--- src/rtl/apb_rr_master_arbiter.sv ---
`default_nettype none
// ============================================================================
// Module  : apb_rr_master_arbiter
// Brief   : Round-robin arbiter that shares one APB completer between N_REQ
//           valid/ready requesters and drives the APB SETUP/ACCESS sequence.
// Revision: 1.0 - initial release
// ============================================================================
module apb_rr_master_arbiter #(
    parameter int ADDR_WIDTH = 32,
    parameter int DATA_WIDTH = 32,
    parameter int N_REQ      = 4
) (
    input  logic                                 clk_i,
    input  logic                                 rst_ni,
    input  logic [N_REQ-1:0]                     req_valid_i,
    output logic [N_REQ-1:0]                     req_ready_o,
    input  logic [N_REQ-1:0][ADDR_WIDTH-1:0]     req_addr_i,
    input  logic [N_REQ-1:0]                     req_write_i,
    input  logic [N_REQ-1:0][DATA_WIDTH-1:0]     req_wdata_i,
    output logic [N_REQ-1:0]                     rsp_valid_o,
    output logic [DATA_WIDTH-1:0]                rsp_rdata_o,
    output logic                                 rsp_err_o,
    output logic [ADDR_WIDTH-1:0]                paddr_o,
    output logic                                 pwrite_o,
    output logic [DATA_WIDTH-1:0]                pwdata_o,
    output logic                                 psel_o,
    output logic                                 penable_o,
    input  logic [DATA_WIDTH-1:0]                prdata_i,
    input  logic                                 pready_i,
    input  logic                                 pslverr_i
);

    localparam int c_PTR_W = (N_REQ > 1) ? $clog2(N_REQ) : 1;
    localparam logic [c_PTR_W-1:0] c_LAST = c_PTR_W'(N_REQ - 1);

    typedef enum logic [1:0] {
        S_IDLE   = 2'd0,
        S_SETUP  = 2'd1,
        S_ACCESS = 2'd2
    } state_t;

    state_t                  r_state;
    logic [c_PTR_W-1:0]      r_rr_ptr;
    logic [c_PTR_W-1:0]      r_owner;
    logic [ADDR_WIDTH-1:0]   r_paddr;
    logic                    r_pwrite;
    logic [DATA_WIDTH-1:0]   r_pwdata;
    logic                    r_psel;
    logic                    r_penable;
    logic [N_REQ-1:0]        r_rsp_valid;
    logic [DATA_WIDTH-1:0]   r_rsp_rdata;
    logic                    r_rsp_err;

    logic                    w_hi_found;
    logic [c_PTR_W-1:0]      w_hi_idx;
    logic                    w_found;
    logic [c_PTR_W-1:0]      w_lo_idx;
    logic [c_PTR_W-1:0]      w_winner;
    logic [c_PTR_W-1:0]      w_ptr_next;
    logic [N_REQ-1:0]        w_ready;

    // Lowest valid index at/above the pointer wins; otherwise the lowest valid overall.
    always_comb begin
        w_hi_found = 1'b0;
        w_hi_idx   = '0;
        w_found    = 1'b0;
        w_lo_idx   = '0;
        for (int i = N_REQ - 1; i >= 0; i--) begin
            if (req_valid_i[i]) begin
                if (c_PTR_W'(i) >= r_rr_ptr) begin
                    w_hi_found = 1'b1;
                    w_hi_idx   = c_PTR_W'(i);
                end
                w_found  = 1'b1;
                w_lo_idx = c_PTR_W'(i);
            end
        end
        w_winner   = w_hi_found ? w_hi_idx : w_lo_idx;
        w_ptr_next = (w_winner == c_LAST) ? '0 : w_winner + c_PTR_W'(1);
        w_ready    = '0;
        if ((r_state == S_IDLE) && w_found) begin
            w_ready[w_winner] = 1'b1;
        end
    end

    always_ff @(posedge clk_i or negedge rst_ni) begin
        if (!rst_ni) begin
            r_state     <= S_IDLE;
            r_rr_ptr    <= '0;
            r_owner     <= '0;
            r_paddr     <= '0;
            r_pwrite    <= 1'b0;
            r_pwdata    <= '0;
            r_psel      <= 1'b0;
            r_penable   <= 1'b0;
            r_rsp_valid <= '0;
            r_rsp_rdata <= '0;
            r_rsp_err   <= 1'b0;
        end else begin
            r_rsp_valid <= '0;
            case (r_state)
                S_IDLE: begin
                    if (w_found) begin
                        r_paddr  <= req_addr_i[w_winner];
                        r_pwrite <= req_write_i[w_winner];
                        r_pwdata <= req_wdata_i[w_winner];
                        r_owner  <= w_winner;
                        r_rr_ptr <= w_ptr_next;
                        r_psel   <= 1'b1;
                        r_state  <= S_SETUP;
                    end
                end
                S_SETUP: begin
                    r_penable <= 1'b1;
                    r_state   <= S_ACCESS;
                end
                S_ACCESS: begin
                    if (pready_i) begin
                        r_rsp_rdata          <= prdata_i;
                        r_rsp_err            <= pslverr_i;
                        r_rsp_valid[r_owner] <= 1'b1;
                        r_psel               <= 1'b0;
                        r_penable            <= 1'b0;
                        r_state              <= S_IDLE;
                    end
                end
                default: begin
                    r_psel    <= 1'b0;
                    r_penable <= 1'b0;
                    r_state   <= S_IDLE;
                end
            endcase
        end
    end

    assign req_ready_o = w_ready;
    assign rsp_valid_o = r_rsp_valid;
    assign rsp_rdata_o = r_rsp_rdata;
    assign rsp_err_o   = r_rsp_err;
    assign paddr_o     = r_paddr;
    assign pwrite_o    = r_pwrite;
    assign pwdata_o    = r_pwdata;
    assign psel_o      = r_psel;
    assign penable_o   = r_penable;

`ifndef SYNTHESIS
    generate
        if (N_REQ < 1) begin : g_bad_n_req
            $error("apb_rr_master_arbiter: N_REQ must be >= 1");
        end
    endgenerate

    a_ready_onehot: assert property (@(posedge clk_i) disable iff (!rst_ni)
        $onehot0(req_ready_o));
    a_rsp_onehot: assert property (@(posedge clk_i) disable iff (!rst_ni)
        $onehot0(rsp_valid_o));
    a_access_stable: assert property (@(posedge clk_i) disable iff (!rst_ni)
        ((r_state == S_ACCESS) && !pready_i) |=>
            ($stable(r_paddr) && $stable(r_pwrite) && $stable(r_pwdata)));
`endif

endmodule
`default_nettype wire
--- config.mk ---
export PLATFORM = sky130hd
export DESIGN_NAME = apb_rr_master_arbiter
export DESIGN_NICKNAME = d
export VERILOG_FILES = /design/src/rtl/apb_rr_master_arbiter.sv
export SDC_FILE = /design/constraint.sdc
export NUM_CORES = 1
export LEC_CHECK = 0
export BUFFER_PORTS_ARGS = -buffer_cell sky130_fd_sc_hd__clkbuf_2
export CORE_AREA = 2 2 157 159
export CTS_CLUSTER_DIAMETER = 30
export DETAILED_ROUTE_END_ITERATION = 12
export DIE_AREA = 0 0 159 161
export GPL_TIMING_DRIVEN = 0
export PLACE_DENSITY = 0.57
export SLEW_MARGIN = 20
export SYNTH_ARGS = -nofsm -noshare
export SYNTH_HDL_FRONTEND = slang
export SYNTH_SLANG_ARGS = --single-unit
--- constraint.sdc ---
create_clock -name clk_i -period 4.6 [get_ports clk_i]
set_input_delay 0.92 -clock clk_i [delete_from_list [all_inputs] [get_ports clk_i]]
set_output_delay 0.92 -clock clk_i [all_outputs]
set_load 0.02 [all_outputs]
==> metrics.md, run 1 <==
| Metric | Value |
|---|---|
| Final worst path period share | `80.38%` |
| Reg-to-reg startpoint | `r_rr_ptr[0]` |
| Largest net degree at the start of global routing | `67` |
| Sw frac | `49.59%` |
| RSZ-0062 raised after global routing | `no` |
| Hold crit path type | `flip-flop to flip-flop` |
| Worst Max-Slew Pin Slew | `0.7931 ns` |
| Synthesized area | `0.006145 mm^2` |
| Most common cell after layout, fill and taps aside | `clkbuf_2` |
| Initial antenna violation count | `0` |
| Core Util, Final | `37.14%` |
| Worst R2R Setup Slack | `2.29 ns` |
| CTS tree | `done` |
| Skew final | `0.009869 ns` |
| Number of H-tree levels | `3` |
| Total chip power | `6.165 mW` |
| Die X | `159 um` |
| Vias per cell | `4.876` |
| Library cells used by synthesis | `38` |
| Final hold violations | `0` |
| Worst-Skew Late Latency | `0.35 ns` |
| Post-synth EDFFs | `0` |
| Endpoint class of the critical path | `output port` |
| Total track usage | `20.73%` |
| Setup violations, final | `0` |
| Sequential power share | `28.4%` |
| Max frequency | `270.4 MHz` |
| Async S/R FF share, synth | `100.0%` |
| Design Area, Final | `0.008901 mm^2` |
| CTS max path bufs | `2` |
| Layout fillers | `2,555` |
| Cells on worst reg2reg path | `7` |
| Area added between synthesis and finish | `44.86%` |
| Pleak | `4.583 nW` |
| Worst path required time | `3.68 ns` |
| HPWL Detailed | `21.17 mm` |
| Commonest cells after routing, fill and taps aside | `clkbuf_2 (405), dfrtp_1 (110), nand2_1 (105)` |
| Post-CTS sizing | `0` |
| Post-CTS Setup Repair Bufs | `0` |
| Wire length of the first global-routing pass | `40.77 mm` |
| Placed cell area | `0.008618 mm^2` |
| Post-Route WL | `27.41 mm` |
| TritonCTS buffer count | `9` |
| Comb power frac | `59.0%` |
| GP Congestion | `0.8479` |
| Antenna diodes | `0` |
| Rows | `57` |
| Seq cells post-synth | `110` |
| I/O pin count | `408` |
| Worst-path fanout max | `10` |
| Post-DR wirelength/cell | `19.65 um` |
| Root buffer cell | `clkbuf_16` |
| Pins Over Slew Limit | `0` |
| Synthesis warning total | `0` |
| Worst Path Arrival | `2.78 ns` |
| Maximum VDD drop | `0.0002124 V` |
| # hold bufs at CTS | `0` |
| Avg Cell Area, Syn | `9.482 um^2` |
| Worst hold path startpoint | `rsp_rdata_o[5]` |
| Vias | `6,802` |
| Kind of critical path | `primary input to output port` |
| Clk pwr share | `12.6%` |
| DRT Pass-1 Iters | `5` |
| Fin worst setup slack | `0.9023 ns` |
| Shortest period the worst path allows | `3.698 ns` |
| DP Worst Slack | `0.8455 ns` |
| Reg clk slew, reported paths | `0.08 ns` |
| Status | `finished, final reports clean` |
| # DRC | `0` |
| Grt ovf | `0` |
| Share of layout cells above drive strength 1 | `46.22%` |
| Post-synthesis sequential area ratio | `44.80%` |
| Nets | `1,366` |
| MaxCap Viol Count | `0` |
| Core Area | `0.02396 mm^2` |
| First DRT Iteration DRCs | `377` |
| Slew HR | `47.13%` |
| Setup TNS | `0 ns` |
| Port bufs | `406` |
| CTS sink count | `110` |
| Vias in the first global route | `6,790` |
| Int Pwr | `3.107 mW` |
| Mapped Nets | `948` |
| NetSw | `3.057 mW` |
| Antenna-violating nets left | `0` |
| Hold endpoint | `rsp_rdata_o[5]` |
| Worst Hold Depth | `2` |
| Initial core utilization | `25.64%` |
| Die Y-Extent | `161 um` |
| Post-Syn Instances | `648` |
| Reg-to-reg endpoint | `paddr_o[30]` |
| Die area | `0.02560 mm^2` |
| Main synth FF type | `dfrtp_1` |
| P per Cell Area | `692.6 mW/mm^2` |
| Startpoint types | `primary input` |
[through the flow]
stage	cells	hold WS [ns]
3_3_place_gp	1378	0.4595
5_1_grt	1395	0.5016
4_1_cts	1395	0.4813
6_report	1395	0.4758
3_5_place_dp	1379	0.4611
2_1_floorplan	648	0.4484
[final cells by class]
class	count	area, um^2	area share (%)
Sequential cell	110	2753	30.92
Buffer	58	301.5	3.388
Clock buffer	10	229.0	2.572
Timing Repair Buffer	407	2068	23.24
Multi-Input combinational cell	475	3072	34.51
Tap cell	324	405.4	4.554
Inverter	5	18.77	0.2109
Clock inverter	6	53.80	0.6044
[cell families (layout without fill, tap and decap cells)]
group           count (synthesis)  in the layout  share of synthesized area (%)
flops                         110            110                          44.80
buf+inv                        63            486                          5.213
simple gates                  191            191                          12.28
compound gates                218            218                          26.96
mux                            66             66                          10.75
[power groups by stage]
stage	clock network, mW	logic [mW]	registers (mW)
2_1_floorplan	0	1.80	2.24
3_3_place_gp	0	3.63	1.74
3_5_place_dp	0	3.66	1.76
4_1_cts	0.812	3.66	1.74
5_1_grt	0.846	3.95	1.82
6_report	0.780	3.63	1.75
[cell usage after synthesis, drive strengths merged, types with 2 or more instances]
| cell type | n | area share, % |
|---|---|---|
| o221a | 2 | 0.37 |
| dfrtp | 110 | 45 |
| nor2 | 72 | 4.4 |
| and2 | 3 | 0.31 |
| o22ai | 66 | 6.7 |
| nand2 | 105 | 6.4 |
| nor3 | 4 | 0.33 |
| inv | 4 | 0.24 |
| a221oi | 65 | 12 |
| clkbuf | 18 | 1.1 |
| mux2i | 66 | 11 |
| and2b | 2 | 0.29 |
| a21oi | 5 | 0.47 |
| o21ai | 72 | 5.9 |
| buf | 40 | 3.8 |
[state kept, by name, summed over array words and instances, names as in the netlist]
| signal | cells |
|---|---|
| r_rr_ptr | 2 |
| pwrite_o | 1 |
| penable_o | 1 |
| rsp_rdata_o | 32 |
| paddr_o | 32 |
| psel_o | 1 |
| r_owner | 2 |
| r_state | 2 |
| pwdata_o | 32 |
| rsp_err_o | 1 |
| rsp_valid_o | 4 |
[worst max path at each step]
stage	from	endpoint	slack, ns	cells after the start
floorplan	req_valid_i[2]	req_ready_o[1]	1.40	5
global route	req_valid_i[2]	req_ready_o[3]	0.73	7
CTS	req_valid_i[2]	req_ready_o[3]	0.83	7
finish	req_valid_i[2]	req_ready_o[3]	0.90	7
global placement	rst_ni	paddr_o[2]	0.77	1
detailed placement	req_valid_i[2]	req_ready_o[3]	0.85	7
[worst max-delay path, stage by stage]
cell and delay [ns]:
clkbuf_2 0.14, nor2b_1 0.16, and2_1 0.18, o32ai_2 0.70, buf_2 0.39, nor3_1 0.09, clkbuf_2 0.18
[layer usage]
layer	vias to the layer above	track usage (%)	wire length, um
met4	0	4.876	415
met5	-	0	0
li1	3246	-	-
met2	245	34.80	13550
met1	3281	27.85	12070
met3	30	3.801	1371
Note: power is estimated with default switching activity, not from simulation.
==> run 2: changes to the inputs <==
==> constraint.sdc (replaced) <==
create_clock -name clk_i -period 3.5 [get_ports clk_i]
set_input_delay 0.7 -clock clk_i [delete_from_list [all_inputs] [get_ports clk_i]]
set_output_delay 0.7 -clock clk_i [all_outputs]
set_load 0.02 [all_outputs]
==> run 2 against run 1 <==
Highest routed layer unchanged. Final area grew 0.13%. Critical path type unchanged. Worst hold slack lost 0.21 ns. Setup slack lost 0.56 ns. Power grew 31%.
==> metrics.md, run 2 (same netlist as run 1, synthesis figures left out) <==
| Metric | Value |
|---|---|
| Status | `finished, final reports clean (unchanged)` |
| P per Cell Area | `909.2 mW/mm^2 (was 692.6 mW/mm^2)` |
| Die Y-Extent | `161 um (unchanged)` |
| Post-DR wirelength/cell | `19.60 um (was 19.65 um)` |
| Initial antenna violation count | `0 (unchanged)` |
| Most common cell after layout, fill and taps aside | `clkbuf_2 (unchanged)` |
| Vias per cell | `4.851 (was 4.876)` |
| Register Area | `0.002753 mm^2 (unchanged)` |
| TritonCTS buffer count | `9 (unchanged)` |
| Largest net degree at the start of global routing | `67 (unchanged)` |
| Commonest cells after routing, fill and taps aside | `clkbuf_2 (405), dfrtp_1 (110), nand2_1 (105) (unchanged)` |
| Antenna diodes | `0 (unchanged)` |
| Hold crit path type | `primary input to async pin (was flip-flop to flip-flop)` |
| DR WL met2 | `13.51 mm (was 13.55 mm)` |
| Area added between synthesis and finish | `45.04% (was 44.86%)` |
| Number of H-tree levels | `3 (unchanged)` |
| MaxCap Viol Count | `0 (unchanged)` |
| I/O pin count | `408 (unchanged)` |
| Post-CTS sizing | `0 (unchanged)` |
| Slew HR | `56.21% (was 47.13%)` |
| Antenna-violating nets left | `0 (unchanged)` |
| Initial core utilization | `25.64% (unchanged)` |
| Worst-path fanout max | `10 (unchanged)` |
| Share of layout cells above drive strength 1 | `46.22% (unchanged)` |
| Footprint of the multi-input gates | `0.003083 mm^2 (was 0.003072 mm^2)` |
| Total track usage | `20.73% (unchanged)` |
| Startpoint types | `primary input (unchanged)` |
| Vias | `6,767 (was 6,802)` |
| Worst path required time | `2.80 ns (was 3.68 ns)` |
| DRT Pass-1 Iters | `5 (unchanged)` |
| Root buffer cell | `clkbuf_16 (unchanged)` |
| Pleak | `4.585 nW (was 4.583 nW)` |
| NetSw | `4.015 mW (was 3.057 mW)` |
| Die X | `159 um (unchanged)` |
| Die area | `0.02560 mm^2 (unchanged)` |
| Worst-Skew Late Latency | `0.35 ns (about the same)` |
| Vias in the first global route | `6,790 (unchanged)` |
| HPWL Detailed | `21.17 mm (unchanged)` |
| Max frequency | `316.7 MHz` |
| Worst path cell trace | `buf_2 > nor2_1 > a21oi_1 > nand2b_1 > buf_2 > inv_2 > buf_2 > buf_2 > and2_1 > clkbuf_2 (was clkbuf_2 > nor2b_1 > and2_1 > o32ai_2 > buf_2 > nor3_1 > clkbuf_2)` |
| Post-CTS Setup Repair Bufs | `0 (unchanged)` |
| Clk pwr share | `12.7% (was 12.6%)` |
| Skew final | `0.009981 ns (was 0.009869 ns)` |
| CP max stage delay | `0.28 ns (was 0.70 ns)` |
| GP Congestion | `0.8479 (unchanged)` |
| CTS tree | `done (unchanged)` |
| # hold bufs at CTS | `0 (unchanged)` |
| Sw frac | `49.55% (was 49.59%)` |
| Rows | `57 (unchanged)` |
| Int Pwr | `4.088 mW (was 3.107 mW)` |
| Worst Max-Slew Pin Slew | `0.6569 ns (was 0.7931 ns)` |
| Sequential power share | `28.4% (about the same)` |
| Top sig layer | `met4 (unchanged)` |
| # DRC | `0 (unchanged)` |
| Setup violations, final | `0 (unchanged)` |
| Worst path most repeated cell | `buf_2 (was clkbuf_2)` |
| Shortest period the worst path allows | `3.157 ns` |
| Metal-1 WL | `12.09 mm (was 12.07 mm)` |
| WL met3 | `1.344 mm (was 1.371 mm)` |
| Reg clk slew, reported paths | `0.08 ns (about the same)` |
| Fin worst setup slack | `0.3426 ns (was 0.9023 ns)` |
| Maximum VDD drop | `0.0002800 V (was 0.0002124 V)` |
| Max stage delay cell, worst path | `buf_2 (was o32ai_2)` |
| Kind of critical path | `primary input to output port (unchanged)` |
| CTS max path bufs | `2 (unchanged)` |
| First DRT Iteration DRCs | `368 (was 377)` |
| Wire length of the first global-routing pass | `40.77 mm (unchanged)` |
| Total chip power | `8.103 mW (was 6.165 mW)` |
| Post-Route WL | `27.35 mm (was 27.41 mm)` |
| RSZ-0062 raised after global routing | `no (unchanged)` |
| Nets | `1,366 (unchanged)` |
| Pins Over Slew Limit | `0 (unchanged)` |
| Core Area | `0.02396 mm^2 (unchanged)` |
| Final hold violations | `0 (unchanged)` |
| Grt ovf | `0 (unchanged)` |
| Comb power frac | `58.9% (was 59.0%)` |
| CTS sink count | `110 (unchanged)` |
| Layout fillers | `2,554 (was 2,555)` |
| Port bufs | `406 (unchanged)` |
| Endpoint class of the critical path | `output port (unchanged)` |
| Final worst path period share | `90.21%` |
| DP Worst Slack | `0.1855 ns (was 0.8455 ns)` |
| Worst Path Arrival | `2.46 ns (was 2.78 ns)` |
-- run 2: cell counts in the layout (fill, tap and decap cells not counted) --
No cell type changed its count.
-- run 2: area by class of cell --
cell class                      count  share of cell area, %
Clock buffer                       10                  2.569
Buffer                             58                  3.383
Clock inverter                      6                 0.6037
Inverter                            5                 0.2106
Sequential cell                   110                  30.89
Timing Repair Buffer              407                  23.21
Tap cell                          324                  4.549
Multi-Input combinational cell    475                  34.59
-- run 2: worst max-delay path: cells and delay by family --
family	cells	cell delay [ns]
buf+inv	6	1.22
simple gates	3	0.33
compound gates	1	0.18
-- run 2: power by group through the flow --
stage	logic (mW)	registers, mW	clock network (mW)
2_1_floorplan	2.37	2.95	0
3_3_place_gp	4.77	2.29	0
3_5_place_dp	4.81	2.31	0
4_1_cts	4.81	2.29	1.07
5_1_grt	5.21	2.39	1.11
6_report	4.78	2.30	1.03
-- run 2: path summary, 6_finish.rpt --
check / cells after the start / slack, ns / to / start
worst max-delay path: 10 / 0.34 / req_ready_o[2] / req_valid_i[3]
worst min-delay path: 1 / 0.27 / rsp_rdata_o[16] / rst_ni
min in group clk_i: 2 / 0.48 / rsp_rdata_o[5] / rsp_rdata_o[5]
max in group asynchronous: 2 / 2.53 / pwdata_o[3] / rst_ni
worst min register to register: 2 / 0.48 / rsp_rdata_o[5] / rsp_rdata_o[5]
worst max register to register: 6 / 1.15 / pwdata_o[21] / r_rr_ptr[0]
-- run 2: layer usage --
metal  up-vias  GRT usage, %
li1       3248             -
met1      3255         27.85
met2       240         34.80
met3        24         3.801
met4         0         4.876
met5         -             0
-- run 2: metrics by stage --
| stage | hold WS (ns) | area, um^2 | instances | setup TNS [ns] | util [%] |
|---|---|---|---|---|---|
| finish | 0.2668 | 8912 | 1395 | 0 | 37.19 |
| global route | 0.2865 | 8912 | 1395 | 0 | 37.19 |
| CTS | 0.2667 | 8901 | 1395 | 0 | 37.14 |
| detailed placement | 0.4611 | 8618 | 1379 | 0 | 35.96 |
| global placement | 0.4595 | 8582 | 1378 | -11.02 | 35.81 |
| floorplan | 0.4044 | 6145 | 648 | 0 | - |
